==> src/rtl/pipe_fifo_if.sv <==
// pipe_fifo_if: handshake bundle between an upstream stage, the pipe_fifo
// buffer and the downstream stage. The count_out signal only exists when
// PIPE_FIFO_CNT_EN is defined.
interface pipe_fifo_if #(
    parameter type T     = logic,
    parameter int  DEPTH = 2
);
    localparam int CW = $clog2(DEPTH + 1);

    logic flush_in;
    logic write_in;
    T     data_in;
    logic full_out;
    logic read_in;
    T     data_out;
    logic valid_out;
`ifdef PIPE_FIFO_CNT_EN
    logic [CW-1:0] count_out;
`endif

    // Producer/consumer side: drives the requests and observes the buffer state.
    modport master (
        output flush_in,
        output write_in,
        output data_in,
        output read_in,
`ifdef PIPE_FIFO_CNT_EN
        input  count_out,
`endif
        input  full_out,
        input  data_out,
        input  valid_out
    );

    // Buffer side: receives the requests and reports its state.
    modport slave (
        input  flush_in,
        input  write_in,
        input  data_in,
        input  read_in,
`ifdef PIPE_FIFO_CNT_EN
        output count_out,
`endif
        output full_out,
        output data_out,
        output valid_out
    );
endinterface

==> src/rtl/pipe_fifo.sv <==
// pipe_fifo: DEPTH-entry elastic buffer between two pipeline stages.
// The head entry is always presented on data_out straight from storage.
// A full buffer that is being read in the same cycle still accepts a write.
// flush_in squashes every entry synchronously; reset_in clears everything
// asynchronously.
// Optional feature macro: PIPE_FIFO_CNT_EN adds count_out and
// simulation-only protocol assertions.
module pipe_fifo #(
    parameter type T     = logic,
    parameter int  DEPTH = 2
) (
    input  logic       clk_in,
    input  logic       reset_in,
    pipe_fifo_if.slave bus
);
    localparam int CW = $clog2(DEPTH + 1);
    localparam int PW = (DEPTH > 1) ? $clog2(DEPTH) : 1;
    localparam logic [PW-1:0] LAST_PTR  = PW'(DEPTH - 1);
    localparam logic [CW-1:0] DEPTH_CNT = CW'(DEPTH);

    T              r_mem [DEPTH];
    logic [PW-1:0] r_wrPtr;
    logic [PW-1:0] r_rdPtr;
    logic [CW-1:0] r_cnt;

    logic          w_valid;
    logic          w_isFull;
    logic          w_wrAccept;
    logic          w_rdAccept;
    logic [PW-1:0] w_wrPtrNext;
    logic [PW-1:0] w_rdPtrNext;

    // Handshake decode: a full buffer only refuses a write when nothing leaves this cycle.
    always_comb begin
        w_valid     = (r_cnt != '0);
        w_isFull    = (r_cnt == DEPTH_CNT);
        w_wrAccept  = bus.write_in & (!w_isFull | bus.read_in);
        w_rdAccept  = bus.read_in & w_valid;
        w_wrPtrNext = (r_wrPtr == LAST_PTR) ? '0 : r_wrPtr + 1'b1;
        w_rdPtrNext = (r_rdPtr == LAST_PTR) ? '0 : r_rdPtr + 1'b1;
    end

    // Pointer and occupancy state; flush rewinds both pointers and empties the buffer.
    always_ff @(posedge clk_in or posedge reset_in) begin
        if (reset_in) begin
            r_wrPtr <= '0;
            r_rdPtr <= '0;
            r_cnt   <= '0;
        end else if (bus.flush_in) begin
            r_wrPtr <= '0;
            r_rdPtr <= '0;
            r_cnt   <= '0;
        end else begin
            if (w_wrAccept) begin
                r_wrPtr <= w_wrPtrNext;
            end
            if (w_rdAccept) begin
                r_rdPtr <= w_rdPtrNext;
            end
            if (w_wrAccept && !w_rdAccept) begin
                r_cnt <= r_cnt + 1'b1;
            end else if (w_rdAccept && !w_wrAccept) begin
                r_cnt <= r_cnt - 1'b1;
            end
        end
    end

    // Payload storage; a flush leaves old contents in place but drops the same-cycle write.
    always_ff @(posedge clk_in or posedge reset_in) begin
        if (reset_in) begin
            for (int i = 0; i < DEPTH; i++) begin
                r_mem[i] <= '0;
            end
        end else if (w_wrAccept && !bus.flush_in) begin
            r_mem[r_wrPtr] <= bus.data_in;
        end
    end

    assign bus.valid_out = w_valid;
    assign bus.full_out  = w_isFull & !bus.read_in;
    assign bus.data_out  = r_mem[r_rdPtr];

`ifdef PIPE_FIFO_CNT_EN
    assign bus.count_out = r_cnt;

    // Protocol checks: upstream must respect full_out, downstream must respect valid_out.
    a_noWriteWhenFull : assert property (@(posedge clk_in) disable iff (reset_in)
        !(bus.write_in && bus.full_out));
    a_noReadWhenEmpty : assert property (@(posedge clk_in) disable iff (reset_in)
        !(bus.read_in && !bus.valid_out));
`endif
endmodule

==> src/flat_wrapper.sv <==
// flat-port wrapper written by rule: the top's interface ports become plain ports
module pipe_fifo_flat 
#(
    parameter type T     = logic,
    parameter int  DEPTH = 2
)
  (clk_in, reset_in, bus_flush_in, bus_write_in, bus_data_in, bus_read_in, bus_full_out, bus_data_out, bus_valid_out);
  pipe_fifo_if #(.T(T), .DEPTH(DEPTH)) bus_i ();
  input  logic clk_in;
  input  logic reset_in;
  input wire logic [$bits(bus_i.flush_in)-1:0] bus_flush_in;
  input wire logic [$bits(bus_i.write_in)-1:0] bus_write_in;
  input wire logic [$bits(bus_i.data_in)-1:0] bus_data_in;
  input wire logic [$bits(bus_i.read_in)-1:0] bus_read_in;
  output wire logic [$bits(bus_i.full_out)-1:0] bus_full_out;
  output wire logic [$bits(bus_i.data_out)-1:0] bus_data_out;
  output wire logic [$bits(bus_i.valid_out)-1:0] bus_valid_out;
  assign bus_i.flush_in = bus_flush_in;
  assign bus_i.write_in = bus_write_in;
  assign bus_i.data_in = bus_data_in;
  assign bus_i.read_in = bus_read_in;
  assign bus_full_out = bus_i.full_out;
  assign bus_data_out = bus_i.data_out;
  assign bus_valid_out = bus_i.valid_out;
  pipe_fifo #(.T(T), .DEPTH(DEPTH)) u_core (.clk_in(clk_in), .reset_in(reset_in), .bus(bus_i));
endmodule
==> config.mk <==
export PLATFORM = sky130hd
export DESIGN_NAME = pipe_fifo_flat
export DESIGN_NICKNAME = d
export VERILOG_FILES = /design/src/rtl/pipe_fifo_if.sv /design/src/rtl/pipe_fifo.sv /design/src/flat_wrapper.sv
export SDC_FILE = /design/constraint.sdc
export NUM_CORES = 1
export LEC_CHECK = 0
export ABC_AREA = 1
export CAP_MARGIN = 40
export CELL_PAD_IN_SITES_DETAIL_PLACEMENT = 1
export CELL_PAD_IN_SITES_GLOBAL_PLACEMENT = 1
export CORE_AREA = 2 2 39 41
export CTS_CLUSTER_DIAMETER = 80
export DETAILED_ROUTE_END_ITERATION = 8
export DIE_AREA = 0 0 41 43
export PLACE_DENSITY = 0.74
export SLEW_MARGIN = 10
export SYNTH_ARGS = -nofsm -noshare
export SYNTH_HDL_FRONTEND = slang
export SYNTH_SLANG_ARGS = --single-unit
==> constraint.sdc <==
create_clock -name clk_in -period 3.1 [get_ports clk_in]
set_input_delay 0.31 -clock clk_in [delete_from_list [all_inputs] [get_ports clk_in]]
set_output_delay 0.31 -clock clk_in [all_outputs]
set_load 0.01 [all_outputs]
## Yosys cells after proc, flatten, opt, wreduce, memory -nomap -nowiden

Cells that the tools add are included.

- Register bits: 6
- Bits of input ports: 6
- Word-level logic and storage cells: 47

- Reductions and logical operators: 13
- Multiplexer cells: 15
- Add/subtract/negate cells: 4
- Bitwise logic cells: 6
- Order comparisons: 3
- Equality and inequality tests: 1

Operators with widths:

| kind | count |
|---|---|
| $mux W1 | 10 |
| $mux W2 | 3 |
| $reduce_bool A2 Y1 | 3 |
| $logic_not A1 Y1 | 5 |
| $ge A2 B2 Y1 const B | 2 |
| $logic_and A1 B1 Y1 | 4 |
| $not A1 Y2 | 2 |
| $and A1 B1 Y1 | 3 |
| $reduce_bool A3 Y1 | 1 |
| $add A1 B1 Y1 const B | 2 |
| $add A2 B1 Y2 const B | 1 |
| $bwmux W2 | 1 |
| $eq A2 B2 Y1 const B | 1 |
| $lt A2 B1 Y1 const B | 1 |
| $sub A2 B1 Y2 const B | 1 |
| $demux W1 S1 | 1 |
| $or A1 B1 Y1 | 1 |

## Depth between registers and ports, before layout

- Depth after elaboration: 9
- Gate-level depth with buffers: 8
- Gate-level depth less buffers: 8

## Worst setup path after synthesis

Ideal clock, no wire load.

- Path type: reg2out
- From: reg u_core.r_cnt[0]
- To: out bus_full_out
- Arrival: 690 ps
- Path buffers: 0
- Setup slack: 2100 ps
- Cell stages (with the launch flop): 4
- Data required time: 2790 ps
- Path through: dfrtp_1 -> inv_2 -> nand3_2 -> inv_1

- Word-level cells in the longest chain between the ends: 2

RTL lines:

| element | line | source |
|---|---|---|
| start: declaration | pipe_fifo.sv:24 | `logic [CW-1:0] r_cnt;` |
| start signal: assignment | pipe_fifo.sv:61 | `r_cnt <= r_cnt + 1'b1;` |
| start signal: assignment | pipe_fifo.sv:63 | `r_cnt <= r_cnt - 1'b1;` |
| $eq A2 B2 Y1 | pipe_fifo.sv:36 | `w_isFull = (r_cnt == DEPTH_CNT);` |
| $and A1 B1 Y1 | pipe_fifo.sv:80 | `assign bus.full_out = w_isFull & !bus.read_in;` |
| end: declaration | flat_wrapper.sv:15 | `output wire logic [$bits(bus_i.full_out)-1:0] bus_full_out;` |

No other way between the ends.

## Worst setup path in the final report

- From: in bus_read_in
- To: out bus_full_out

- Word-level cells in the longest chain between the ends: 2

RTL lines:

| element | line | source |
|---|---|---|
| start: declaration | flat_wrapper.sv:14 | `input wire logic [$bits(bus_i.read_in)-1:0] bus_read_in;` |
| $logic_not A1 Y1 | pipe_fifo.sv:80 |  |
| $and A1 B1 Y1 | pipe_fifo.sv:80 |  |

No other way between the ends.

==> results.rst <==
.. list-table::
   :header-rows: 1

   * - Metric
     - Value
   * - CP cell instances
     - clkdlybuf4s50_1, inv_2, nand3_2, inv_1, clkdlybuf4s50_1
   * - Vert. Die Dim
     - 43 um
   * - Number of setup buffers added after CTS
     - 0
   * - Area grow syn2layout
     - 33.1%
   * - DP HPWL
     - 685 um
   * - Crit. End Element
     - output port
   * - H-tree Lvls
     - 1
   * - Ratio of cells with drive above 1 in the final layout
     - 0.230
   * - Leakage
     - 0.000256 uW
   * - Library cells used by synthesis
     - 14
   * - Cells resized by post-CTS repair
     - 0
   * - Filler cell count
     - 187
   * - Worst-case vdd ir drop
     - 0.000268 V
   * - Share of the cycle needed by the critical path after routing
     - 0.617
   * - Average cell area after synthesis
     - 7.41 um^2
   * - Flip-flop and latch count after synthesis
     - 6
   * - Mapped cell area
     - 370 um^2
   * - Worst min-delay path category
     - in2async
   * - Maximum capacitance violations
     - 0
   * - Post-Synthesis Net Count
     - 56
   * - Register-to-register path setup slack
     - 2.00 ns
   * - Via count of the first global-routing pass
     - 351
   * - Number of warnings issued by yosys
     - 0
   * - Clock Tree Root
     - sky130_fd_sc_hd__clkbuf_4
   * - Share of synthesized area occupied by flip-flops and latches
     - 0.405
   * - Worst reg-to-reg path cell count
     - 8
   * - Die area
     - 1760 um^2
   * - GRT overflow
     - 0
   * - All-layer global routing usage
     - 0.133
   * - Actual transition at the worst max-transition pin
     - 0.249 ns
   * - Worst relative slew slack
     - 0.834
   * - Buffers added on ports
     - 8
   * - Count of standard-cell rows
     - 14
   * - Die Width
     - 41 um
   * - Vias
     - 348
   * - Largest net degree at the start of global routing
     - 7
   * - Gate count after technology mapping
     - 50
   * - Crit path from
     - bus_read_in
   * - Crit-path max FO
     - 4
   * - Number of max-slew violations in the final report
     - 0
   * - Most frequent cell on the critical path
     - sky130_fd_sc_hd__clkdlybuf4s50_1
   * - Total clock sinks
     - 6
   * - Max Buffers Root-to-Sink
     - 2
   * - Residual DRC count
     - 0
   * - TritonRoute pass-1 iters
     - 1
   * - Drt initial violations
     - 0
   * - Average detailed-routed wire length per instance
     - 10.9 um
   * - Clock skew after layout
     - 0.00187 ns
   * - CTS Buf Count
     - 3
   * - Total power density per cell area
     - 518 nW/um^2
   * - # hold bufs at CTS
     - 0
   * - Number of I/O pins
     - 9
   * - Outcome
     - finished, final reports clean
   * - Antenna violation net count after detailed routing
     - 0
   * - Final setup fails
     - 0
   * - Wire length of the first global-routing pass
     - 1530 um
   * - Area inside the core boundary
     - 1380 um^2
   * - Clock edge transition at the registers on the reported setup and hold paths
     - 0.05 ns
   * - Final worst setup slack
     - 1.19 ns
   * - RR Startpoint
     - u_core.r_cnt[0]$_DFFE_PP0P_
   * - Sum Neg Setup Slack
     - 0 ns
   * - Diode insertion count for antenna repair
     - 0
   * - Initial Util
     - 0.268
   * - Hold violation total from the final report
     - 0
   * - Required time worst endpoint
     - 2.79 ns
   * - Clock network latency to the later pin of the worst-skew pair
     - 0.24 ns
   * - Crit path largest cell delay
     - 0.52 ns
   * - Final standard cell utilization of the core
     - 0.356
   * - Cell with the biggest individual delay on the critical path
     - sky130_fd_sc_hd__clkdlybuf4s50_1
   * - Startpoint types
     - input port
   * - Pre-CTS setup slack
     - 1.18 ns
   * - Path type of the worst setup path
     - in2out
   * - Min Tclk post-route
     - 1.91 ns
   * - Total Wirelength
     - 838 um
   * - TritonCTS clock tree
     - built
   * - Worst reg2reg path endpoint
     - u_core.r_cnt[1]$_DFFE_PP0P_
   * - Timing endpoint of the critical path
     - bus_full_out
   * - Number of vias per cell
     - 4.52
   * - Layout net count
     - 69
   * - Fmax
     - 522 MHz
   * - Worst slack on hold paths
     - 0.286 ns
   * - Initial antenna violation count
     - 0
   * - RSZ-0062 raised after global routing
     - false
   * - Routability Congestion
     - 0.631
   * - CP Data Arrival Time
     - 1.60 ns
layout by cell type (no fill, tap or decap):
master                            synthesis  routed
sky130_fd_sc_hd__nand2_1                 14      14
sky130_fd_sc_hd__inv_1                    8       8
sky130_fd_sc_hd__clkdlybuf4s50_1          0       8
sky130_fd_sc_hd__dfrtp_1                  6       6
sky130_fd_sc_hd__inv_2                    3       3
sky130_fd_sc_hd__nand3_2                  3       3
sky130_fd_sc_hd__nand2_2                  3       3
sky130_fd_sc_hd__nand3_1                  3       3
sky130_fd_sc_hd__clkbuf_4                 0       3
sky130_fd_sc_hd__nor2_1                   2       2
sky130_fd_sc_hd__nand4_1                  2       2
sky130_fd_sc_hd__o21ai_1                  2       2
sky130_fd_sc_hd__nand2_4                  1       1
sky130_fd_sc_hd__nor2_4                   1       1
sky130_fd_sc_hd__o21ai_0                  1       1
sky130_fd_sc_hd__a21oi_1                  1       1
layout make-up:
cell class	instances	area (um^2)	share of cell area
timing repair buffer	8	80.1	0.162
sequential	6	150	0.305
multi-input combinational	33	179	0.363
tap	16	20.0	0.0406
inverter	11	41.3	0.0838
clock buffer	3	22.5	0.0457
critical path: cells and delay by family:
family / cells / cell delay (ns)
simple gates: 1 / 0.10
buf+inv: 4 / 1.19
layer usage:
| metal | GRT usage | vias up | routed length (um) |
|---|---|---|---|
| met5 | 0 | - | 0 |
| li1 | - | 178 | - |
| met3 | 0.0157 | 2 | 34 |
| met4 | 0.120 | 0 | 8 |
| met2 | 0.184 | 8 | 438 |
| met1 | 0.170 | 160 | 356 |
power breakdown:
group,total (uW),switching (uW),internal [uW]
Combinational,79.0,42.9,36.1
Clock,72.9,29.1,43.9
Sequential,103,10.8,92.5
flip-flops by register name, summed over array words and instances (netlist names):
signal,count
u_core.r_cnt,2
u_core.r_mem,2
u_core.r_wrPtr,1
u_core.r_rdPtr,1
worst min path at each step:
stage                                      startpoint                          end  slack [ns]  cells after the start
final                                        reset_in  u_core.r_cnt[1]$_DFFE_PP0P_        0.29                      2
after global routing                         reset_in  u_core.r_cnt[1]$_DFFE_PP0P_        0.32                      2
after CTS                                    reset_in  u_core.r_cnt[1]$_DFFE_PP0P_        0.29                      2
after detailed placement  u_core.r_mem[0]$_DFFE_PP0P_  u_core.r_mem[0]$_DFFE_PP0P_        0.48                      2
after global placement    u_core.r_mem[0]$_DFFE_PP0P_  u_core.r_mem[0]$_DFFE_PP0P_        0.47                      2
after floorplan                              reset_in  u_core.r_cnt[0]$_DFFE_PP0P_        0.10                      1
cell families after synthesis:
kind of cell / after synthesis / synth area share
AOI/OAI and AO/OA: 4 / 0.0540
buffers and inverters: 11 / 0.111
DFF: 6 / 0.405
and+or+nand+nor: 29 / 0.429
stage by stage:
step                power [uW]  instances  area [um^2]
finish                     255         77          493
global route               275         77          493
CTS                        261         77          493
floorplan                  151         50          370
detailed placement         185         74          470
global placement           182         74          470
synthesized netlist by cell type, drive strengths merged:
cell type / n / area [um^2]
nand4: 2 / 12.5
a21oi: 1 / 5.00
inv: 11 / 41.3
o21ai: 3 / 15.0
dfrtp: 6 / 150
nand2: 18 / 82.6
nand3: 6 / 45.0
nor2: 3 / 18.8
No activity file was read; power rests on OpenSTA's default activity.
